`src/rtl/reorder_buffer_pkg.sv`:
```
// Shared types and constants for the reorder buffer slice.
package reorder_buffer_pkg;

  localparam int unsigned P_WIDTH   = 31;
  localparam int unsigned P_ROB     = 2;
  localparam int unsigned P_INDEX   = 7;
  localparam int unsigned P_REG     = 4;

  localparam int unsigned TAG_W     = P_ROB + 1;
  localparam int unsigned ROB_DEPTH = 1 << TAG_W;
  localparam int unsigned CNT_W     = TAG_W + 1;

  // controlFlow bit positions on the commit bus
  localparam int unsigned CF_FLUSH  = 0;
  localparam int unsigned CF_TAKEN  = 1;

  // commitInfo bit positions
  typedef enum int unsigned {
    CI_JALR     = 0,
    CI_BRANCH   = 1,
    CI_MEMWRITE = 2,
    CI_REGWRITE = 3
  } commit_info_bit_e;

  typedef struct packed {
    logic               validCommit;
    logic [3:0]         commitInfo;
    logic [P_WIDTH:0]   destCommit;
    logic [P_WIDTH:0]   result;
    logic [P_WIDTH:0]   statusSnap;
    logic [P_INDEX:0]   PHTIndex;
    logic [P_WIDTH:0]   instrPC;
    logic [1:0]         controlFlow;
    logic [P_WIDTH:0]   targetPC;
  } writeCommit;

  typedef struct packed {
    logic               valid;
    logic               ready;
    logic [3:0]         commitInfo;
    logic [P_WIDTH:0]   destination;
    logic [P_INDEX:0]   PHTIndex;
    logic [P_WIDTH:0]   regStatus;
    logic [P_WIDTH:0]   instrPC;
    logic [P_WIDTH:0]   result;
    logic               taken;
    logic               mispredict;
    logic [P_WIDTH:0]   target;
  } rob_entry_t;

endpackage

```
`src/rtl/rob_entry_array.sv`:
```
// Eight-entry ROB storage: allocate port, CDB write port, head read port,
// and a bulk valid-clear used by the misprediction flush.
module rob_entry_array
  import reorder_buffer_pkg::*;
(
  input  logic               clk,
  input  logic               globalReset,
  input  logic               i_alloc_en,
  input  logic [TAG_W-1:0]   i_alloc_tag,
  input  logic [3:0]         i_alloc_info,
  input  logic [P_WIDTH:0]   i_alloc_dest,
  input  logic [P_INDEX:0]   i_alloc_pht,
  input  logic [P_WIDTH:0]   i_alloc_status,
  input  logic [P_WIDTH:0]   i_alloc_pc,
  input  logic               i_cdb_en,
  input  logic [TAG_W-1:0]   i_cdb_tag,
  input  logic [P_WIDTH:0]   i_cdb_result,
  input  logic               i_cdb_taken,
  input  logic               i_cdb_mispredict,
  input  logic [P_WIDTH:0]   i_cdb_target,
  input  logic               i_commit_en,
  input  logic [TAG_W-1:0]   i_head_tag,
  input  logic               i_flush,
  output rob_entry_t         o_head
);

  rob_entry_t r_entry [ROB_DEPTH];

  // Per-entry update; flush dominates so a same-cycle CDB write is lost
  always_ff @(posedge clk or negedge globalReset) begin
    if (!globalReset) begin
      for (int unsigned i = 0; i < ROB_DEPTH; i++) r_entry[i] <= '0;
    end else begin
      for (int unsigned i = 0; i < ROB_DEPTH; i++) begin
        if (i_flush) begin
          r_entry[i].valid <= 1'b0;
        end else begin
          if (i_cdb_en && r_entry[i].valid && (i_cdb_tag == TAG_W'(i))) begin
            r_entry[i].ready      <= 1'b1;
            r_entry[i].result     <= i_cdb_result;
            r_entry[i].taken      <= i_cdb_taken;
            r_entry[i].mispredict <= i_cdb_mispredict;
            r_entry[i].target     <= i_cdb_target;
          end
          if (i_commit_en && (i_head_tag == TAG_W'(i))) begin
            r_entry[i].valid <= 1'b0;
          end
          if (i_alloc_en && (i_alloc_tag == TAG_W'(i))) begin
            r_entry[i].valid       <= 1'b1;
            r_entry[i].ready       <= 1'b0;
            r_entry[i].commitInfo  <= i_alloc_info;
            r_entry[i].destination <= i_alloc_dest;
            r_entry[i].PHTIndex    <= i_alloc_pht;
            r_entry[i].regStatus   <= i_alloc_status;
            r_entry[i].instrPC     <= i_alloc_pc;
            r_entry[i].taken       <= 1'b0;
            r_entry[i].mispredict  <= 1'b0;
          end
        end
      end
    end
  end

  assign o_head = r_entry[i_head_tag];

endmodule

```
`src/rtl/reorder_buffer.sv`:
```
// In-order reorder buffer: allocates at tail, collects CDB results,
// retires the head onto a registered commit bus and flushes on mispredict.
module reorder_buffer
  import reorder_buffer_pkg::*;
#(
  parameter int unsigned WIDTH = P_WIDTH,
  parameter int unsigned ROB   = P_ROB,
  parameter int unsigned INDEX = P_INDEX,
  parameter int unsigned REG   = P_REG
) (
  input  logic             clk,
  input  logic             globalReset,
  input  logic             robReq,
  input  writeCommit       inputBus,
  input  logic             cdbValid,
  input  logic [ROB:0]     cdbROB,
  input  logic [WIDTH:0]   cdbResult,
  input  logic             cdbTaken,
  input  logic             cdbMispredict,
  input  logic [WIDTH:0]   cdbTarget,
  output logic [ROB:0]     robAllocation,
  output logic             fullRob,
  output logic [ROB:0]     commitROB,
  output writeCommit       robBus
);

  // Field widths come from the package struct, so overrides must agree with it
  if (WIDTH != P_WIDTH || ROB != P_ROB || INDEX != P_INDEX || REG != P_REG) begin : g_bad_params
    $error("reorder_buffer parameters must match reorder_buffer_pkg widths");
  end

  logic [TAG_W-1:0] r_head;
  logic [TAG_W-1:0] r_tail;
  logic [CNT_W-1:0] r_count;
  writeCommit       r_stage;
  rob_entry_t       w_head;
  logic             w_full;
  logic             w_commit;
  logic             w_flush;
  logic             w_alloc;
  logic             w_unused_bus;

  assign w_full   = (r_count == CNT_W'(ROB_DEPTH));
  assign w_commit = w_head.valid & w_head.ready;
  assign w_flush  = w_commit & w_head.mispredict;
  assign w_alloc  = robReq & ~w_full & ~w_flush;

  // Commit-side fields of the request bus are not meaningful on input
  assign w_unused_bus = ^{inputBus.validCommit, inputBus.result,
                          inputBus.controlFlow, inputBus.targetPC};

  rob_entry_array u_array (
    .clk              (clk),
    .globalReset      (globalReset),
    .i_alloc_en       (w_alloc),
    .i_alloc_tag      (r_tail),
    .i_alloc_info     (inputBus.commitInfo),
    .i_alloc_dest     (inputBus.destCommit),
    .i_alloc_pht      (inputBus.PHTIndex),
    .i_alloc_status   (inputBus.statusSnap),
    .i_alloc_pc       (inputBus.instrPC),
    .i_cdb_en         (cdbValid),
    .i_cdb_tag        (cdbROB),
    .i_cdb_result     (cdbResult),
    .i_cdb_taken      (cdbTaken),
    .i_cdb_mispredict (cdbMispredict),
    .i_cdb_target     (cdbTarget),
    .i_commit_en      (w_commit),
    .i_head_tag       (r_head),
    .i_flush          (w_flush),
    .o_head           (w_head)
  );

  // Head/tail pointers and occupancy; flush resets all three
  always_ff @(posedge clk or negedge globalReset) begin
    if (!globalReset) begin
      r_head  <= '0;
      r_tail  <= '0;
      r_count <= '0;
    end else if (w_flush) begin
      r_head  <= '0;
      r_tail  <= '0;
      r_count <= '0;
    end else begin
      if (w_alloc)  r_tail <= r_tail + TAG_W'(1);
      if (w_commit) r_head <= r_head + TAG_W'(1);
      unique case ({w_alloc, w_commit})
        2'b10:   r_count <= r_count + CNT_W'(1);
        2'b01:   r_count <= r_count - CNT_W'(1);
        default: r_count <= r_count;
      endcase
    end
  end

  // First commit stage: snapshot the retiring head entry
  always_ff @(posedge clk or negedge globalReset) begin
    if (!globalReset) begin
      r_stage <= '0;
    end else begin
      r_stage.validCommit <= w_commit;
      if (w_commit) begin
        r_stage.commitInfo            <= w_head.commitInfo;
        r_stage.destCommit            <= w_head.destination;
        r_stage.result                <= w_head.result;
        r_stage.statusSnap            <= w_head.regStatus;
        r_stage.PHTIndex              <= w_head.PHTIndex;
        r_stage.instrPC               <= w_head.instrPC;
        r_stage.controlFlow[CF_FLUSH] <= w_head.mispredict;
        r_stage.controlFlow[CF_TAKEN] <= w_head.taken;
        r_stage.targetPC              <= w_head.target;
      end
    end
  end

  // Commit bus: one-cycle valid pulse, payload held between commits
  always_ff @(posedge clk or negedge globalReset) begin
    if (!globalReset) begin
      robBus <= '0;
    end else begin
      robBus.validCommit <= r_stage.validCommit;
      if (r_stage.validCommit) robBus <= r_stage;
    end
  end

  assign robAllocation = r_tail;
  assign commitROB     = r_head;
  assign fullRob       = w_full;

endmodule
```
`config.mk`:
```
export PLATFORM = sky130hd
export DESIGN_NAME = reorder_buffer
export DESIGN_NICKNAME = d
export VERILOG_FILES = /design/src/rtl/reorder_buffer_pkg.sv /design/src/rtl/rob_entry_array.sv /design/src/rtl/reorder_buffer.sv
export SDC_FILE = /design/constraint.sdc
export NUM_CORES = 2
export LEC_CHECK = 0
export BUFFER_PORTS_ARGS = -buffer_cell sky130_fd_sc_hd__clkbuf_2
export CAP_MARGIN = 0
export CORE_AREA = 3 3 442 444
export DETAILED_ROUTE_END_ITERATION = 6
export DIE_AREA = 0 0 445 447
export PLACE_DENSITY = 0.55
export SLEW_MARGIN = 30
export SYNTH_ARGS = -nofsm -noshare
export SYNTH_HDL_FRONTEND = slang
export SYNTH_HIERARCHICAL = 1
export SYNTH_SLANG_ARGS = --single-unit
```
`constraint.sdc`:
```
create_clock -name clk -period 7.5 [get_ports clk]
set_input_delay 1.5 -clock clk [delete_from_list [all_inputs] [get_ports clk]]
set_output_delay 1.5 -clock clk [all_outputs]
set_load 0.005 [all_outputs]
```
* After elaboration in Yosys (flattened, before gate mapping)
Index checks and enable logic that the tools add are counted.
** Storage, ports and cells
- Output and inout port bits :: 182
- Flip-flop bits (word level) :: 1768
** Cells by class
- Reduce and logical (&&, ||, !) cells :: 78
- Muxes and demuxes :: 58
- $lt $le $gt $ge :: 1
- $add $sub $neg :: 4
- Equality and inequality tests :: 24
- Bitwise operators :: 7
** Operators with widths (count)
- $mux 110 :: 8
- $bmux 176 s3 :: 1
- $mux 176 :: 2
- $mux 34 :: 8
- $mux 175 :: 1
- $reduce_and 2->1 :: 24
- $eq 3x3->1 const B :: 12
- $logic_and 1x1->1 :: 32
- $reduce_bool 3->1 :: 9
- $mux 1 :: 24
- $reduce_bool 2->1 :: 10
- $eq 3x2->1 const B :: 6
- $mux 2 :: 8
- $mux 3 :: 4
- $eq 3x1->1 const B :: 3
- $logic_not 3->1 :: 3
- $pmux 4 s2 :: 1
- $add 3x1->3 const B :: 2
- $add 4x1->4 const B :: 1
- $and 1x1->1 :: 4
- $eq 4x4->1 const B :: 1
- $ge 4x4->1 const B :: 1
- $mux 4 :: 1
- $not 3->4 :: 1
- other kinds (4) :: 5

* Logic depth before layout (Yosys ltp)
- Word-level depth :: 11
- Mapped depth :: 15
- Gate-level depth less buffers :: 9

* Modules after synthesis
Netlist, hierarchy kept.
** By module, submodules not included
- rob_entry_array :: area each 62856.5 um^2, times used 1, cells an instance 3675, sequential area each 35233.8 um^2
- reorder_buffer :: area each 13548.0 um^2, times used 1, cells an instance 1164, sequential area each 9008.6 um^2

* Worst setup path before layout
Ideal clock, no wire load.
- Path kind :: flip-flop to flip-flop
- Start :: register r_head[0] (netlist: commitROB[0])
- End :: register u_array/r_entry[867] (netlist bit)
- Cell stages (with the launch flop) :: 15
- Data arrival time :: 3.688 ns
- Period minus slack after synthesis :: 3.813 ns
- Path buffers :: 7
- Path slack :: 3.687 ns
- Library setup time :: 0.125 ns
- Cells stage by stage :: dfrtp_1 buf_2 buf_2 buf_2 mux4_2 mux2_2 and3_1 clkbuf_1 nor2_1 nor3b_4 and3_1 buf_4 buf_6 buf_6 mux2_2
** RTL lines
- start: declaration :: RTL line reorder_buffer.sv:32 : logic [TAG_W-1:0] r_head;
- start signal: assignment :: RTL line reorder_buffer.sv:86 : if (w_commit) r_head <= r_head + TAG_W'(1);
- end: declaration :: RTL line rob_entry_array.sv:27 : rob_entry_t r_entry [ROB_DEPTH];

==> flow_summary.json <==
{
  "yosysSeqAreaShare_pct": 57.9,
  "drv_cap": 0,
  "synth.distinct_cells": 58,
  "crit_fanout": 51,
  "finalNetCount": 5421,
  "grt_setup_unrepaired": "no",
  "area_delta_synth_final_pct": 14.6,
  "synthFlopType": "dfrtp_1",
  "crit_start": "commitROB[1]$_DFFE_PN0P_",
  "postCtsSetupBuffers": 0,
  "arrival_ps": 5950,
  "clkSinkCount": 1768,
  "core-area_um2": 192000,
  "status": "complete, no violations",
  "hold_depth": 2,
  "vias": 42077,
  "timing.fmax_mhz": 190,
  "powerDensity_nw_per_um2": 458,
  "fillers": 16928,
  "path_clk_slew_ps": 60,
  "finClkSkew_ps": 25.6,
  "fin_ws_ps": 2250,
  "first_pass_iters": 5,
  "yosysMostFrequentCell": "dfrtp_1",
  "drt_iter0_drc": 1939,
  "yosys_warnings": 6,
  "cts_tree": "built",
  "min_period_ps": 5250,
  "avgViaCountPerCell": 5.35,
  "drtAntennaViolNets": 0,
  "p_leak_nw": 38.6,
  "setup_viol": 0,
  "min_period_over_period_pct": 70.1,
  "highest_layer": "met5",
  "grt_max_degree": 162,
  "dr_wl_met2_mm": 94.0,
  "grt_pass1_vias": 46022,
  "finalPower_w": 0.0401,
  "ys_ff_latch": 1768,
  "die_area_um2": 199000,
  "drive_gt1_share_pct": 53.6,
  "cts_hold_buf": 0,
  "globalplace.congestion": 0.737,
  "whs_endpoint": "r_stage[153]$_DFFE_PN0P_",
  "wl_met3_mm": 6.69,
  "pin_count": 430,
  "avgSynthCellArea_um2": 15.8,
  "place_hpwl_mm": 110,
  "die_w_um": 445,
  "met1_length_mm": 86.2,
  "reg2reg_from": "commitROB[1]$_DFFE_PN0P_",
  "worst_slew_pin_slew_ps": 987,
  "port_buffers": 362,
  "clk_latency_ps": 840,
  "syn-num-nets": 5092,
  "syn-instance-count": 4839,
  "htreeDepth": 4,
  "rows": 161,
  "synth_area_leaders": "dfrtp_1 58%, mux2_2 25%, mux4_2 10%",
  "overflow": 0,
  "routed_wl_mm": 192,
  "hold_class": "reg -> reg",
  "gr-usage-all-layers_pct": 19.5,
  "post_cts_resized": 0,
  "hold_start": "r_stage[153]$_DFFE_PN0P_",
  "final-hold-violation-count": 0,
  "startpoint_type": "register",
  "relSlewSlack_pct": 34.2,
  "synthArstFlopShare_pct": 100,
  "r2r.worst_path.cells": 8,
  "drt_drc_violations_left": 0,
  "synthesis.area_um2": 76400,
  "yosysTopAreaCell": "dfrtp_1",
  "setup_tns_ps": 0,
  "wl_per_cell_um": 24.5,
  "clockRootBuffer": "clkbuf_16",
  "endpoint_kind": "register",
  "synth-edff-count": 0,
  "required_ps": 8200,
  "start_util_pct": 39.8,
  "fp.dieH_um": 447,
  "reg2reg_to": "u_array/r_entry[250]$_DFFE_PN0P_",
  "clockBufferDepth": 3,
  "synth_top_area_share_pct": 57.9,
  "final_max_slew_viol_count": 0,
  "vdd_drop_max_uv": 315,
  "grt_pass1_wl_mm": 295,
  "place_ws_ps": 2120,
  "cts_inserted_buffers": 195,
  "antenna_found_initial": 37,
  "rrSetupSlack_ps": 2250,
  "worstSetupPathType": "reg -> reg",
  "synth.top_cells.by_count": "1768 x dfrtp_1, 1716 x mux2_2, 540 x nand2_1"
}
## per-layer routing
layer / vias up / GRT usage, %
li1: 18339 / -
met1: 22760 / 26.0
met2: 658 / 32.6
met3: 314 / 3.35
met4: 6 / 6.21
met5: - / 0
## power breakdown
group	internal (W)	switching, W	total, W
Combinational	0.00796	0.00572	0.0137
Sequential	0.0142	0.00247	0.0167
Clock	0.00578	0.00397	0.00976
## through the flow
step	instance area [um2]	std cells	utilization (%)	hold WS, ps
after floorplan	76400	4839	-	389
after global placement	80700	7487	42.0	454
after detailed placement	80800	7493	42.1	457
after CTS	87400	7849	45.5	472
after global routing	87500	7858	45.6	489
final	87600	7867	45.6	466
## how the worst max path moves through the flow
stage | end | slack, ps
after floorplan | u_array/r_entry[867]$_DFFE_PN0P_ | 3690
after global placement | u_array/r_entry[345]$_DFFE_PN0P_ | 2200
after detailed placement | u_array/r_entry[252]$_DFFE_PN0P_ | 2120
after CTS | u_array/r_entry[261]$_DFFE_PN0P_ | 2100
after global routing | u_array/r_entry[245]$_DFFE_PN0P_ | 1950
final | u_array/r_entry[250]$_DFFE_PN0P_ | 2250
## registers in the layout, summed over array words and instances, names as in the netlist
signal / cells
commitROB: 3
r_count: 4
r_stage: 175
robAllocation: 3
robBus: 175
u_array/r_entry: 1408
## layout make-up
cell class              instances  area [um2]  share of cell area, %
clock inverters                57         807                  0.922
repair buffers                447        2920                   3.34
multi-input cells            2748       30500                   34.9
flip-flops and latches       1768       44300                   50.5
inverters                       8        40.0                 0.0457
well taps                    2526        3160                   3.61
clock buffers                 299        5800                   6.63
diodes                         14        35.0                 0.0400
## cells in the final DEF, fill, tap and decap left out, types with 16 or more instances in the layout
cell / netlist / final
dfrtp_1: 1768 / 1764
mux2_2: 1716 / 1716
nand2_1: 540 / 534
clkbuf_2: 0 / 361
mux4_2: 352 / 352
clkbuf_16: 0 / 197
clkbuf_1: 80 / 53
clkbuf_8: 0 / 49
buf_4: 32 / 48
buf_12: 0 / 30
clkinv_2: 0 / 26
a32o_1: 16 / 16
## worst max-delay path, stage by stage (launching register included)
cell	delay [ps]
dfrtp_4	1000
mux4_2	610
mux2_2	310
and3_1	430
nor2_1	560
and3b_1	430
and2_4	790
buf_4	510
mux2_2	380
## cell families after synthesis
family	Yosys count	synth area share [%]
AOI/OAI and AO/OA	49	0.529
adders and majority gates	5	0.0917
buffers and inverters	323	2.25
DFF	1768	57.9
muxes	2081	35.9
xor gates and xnor gates	4	0.0458
and+or+nand+nor	609	3.32
Power figures use the tool's default switching activity.
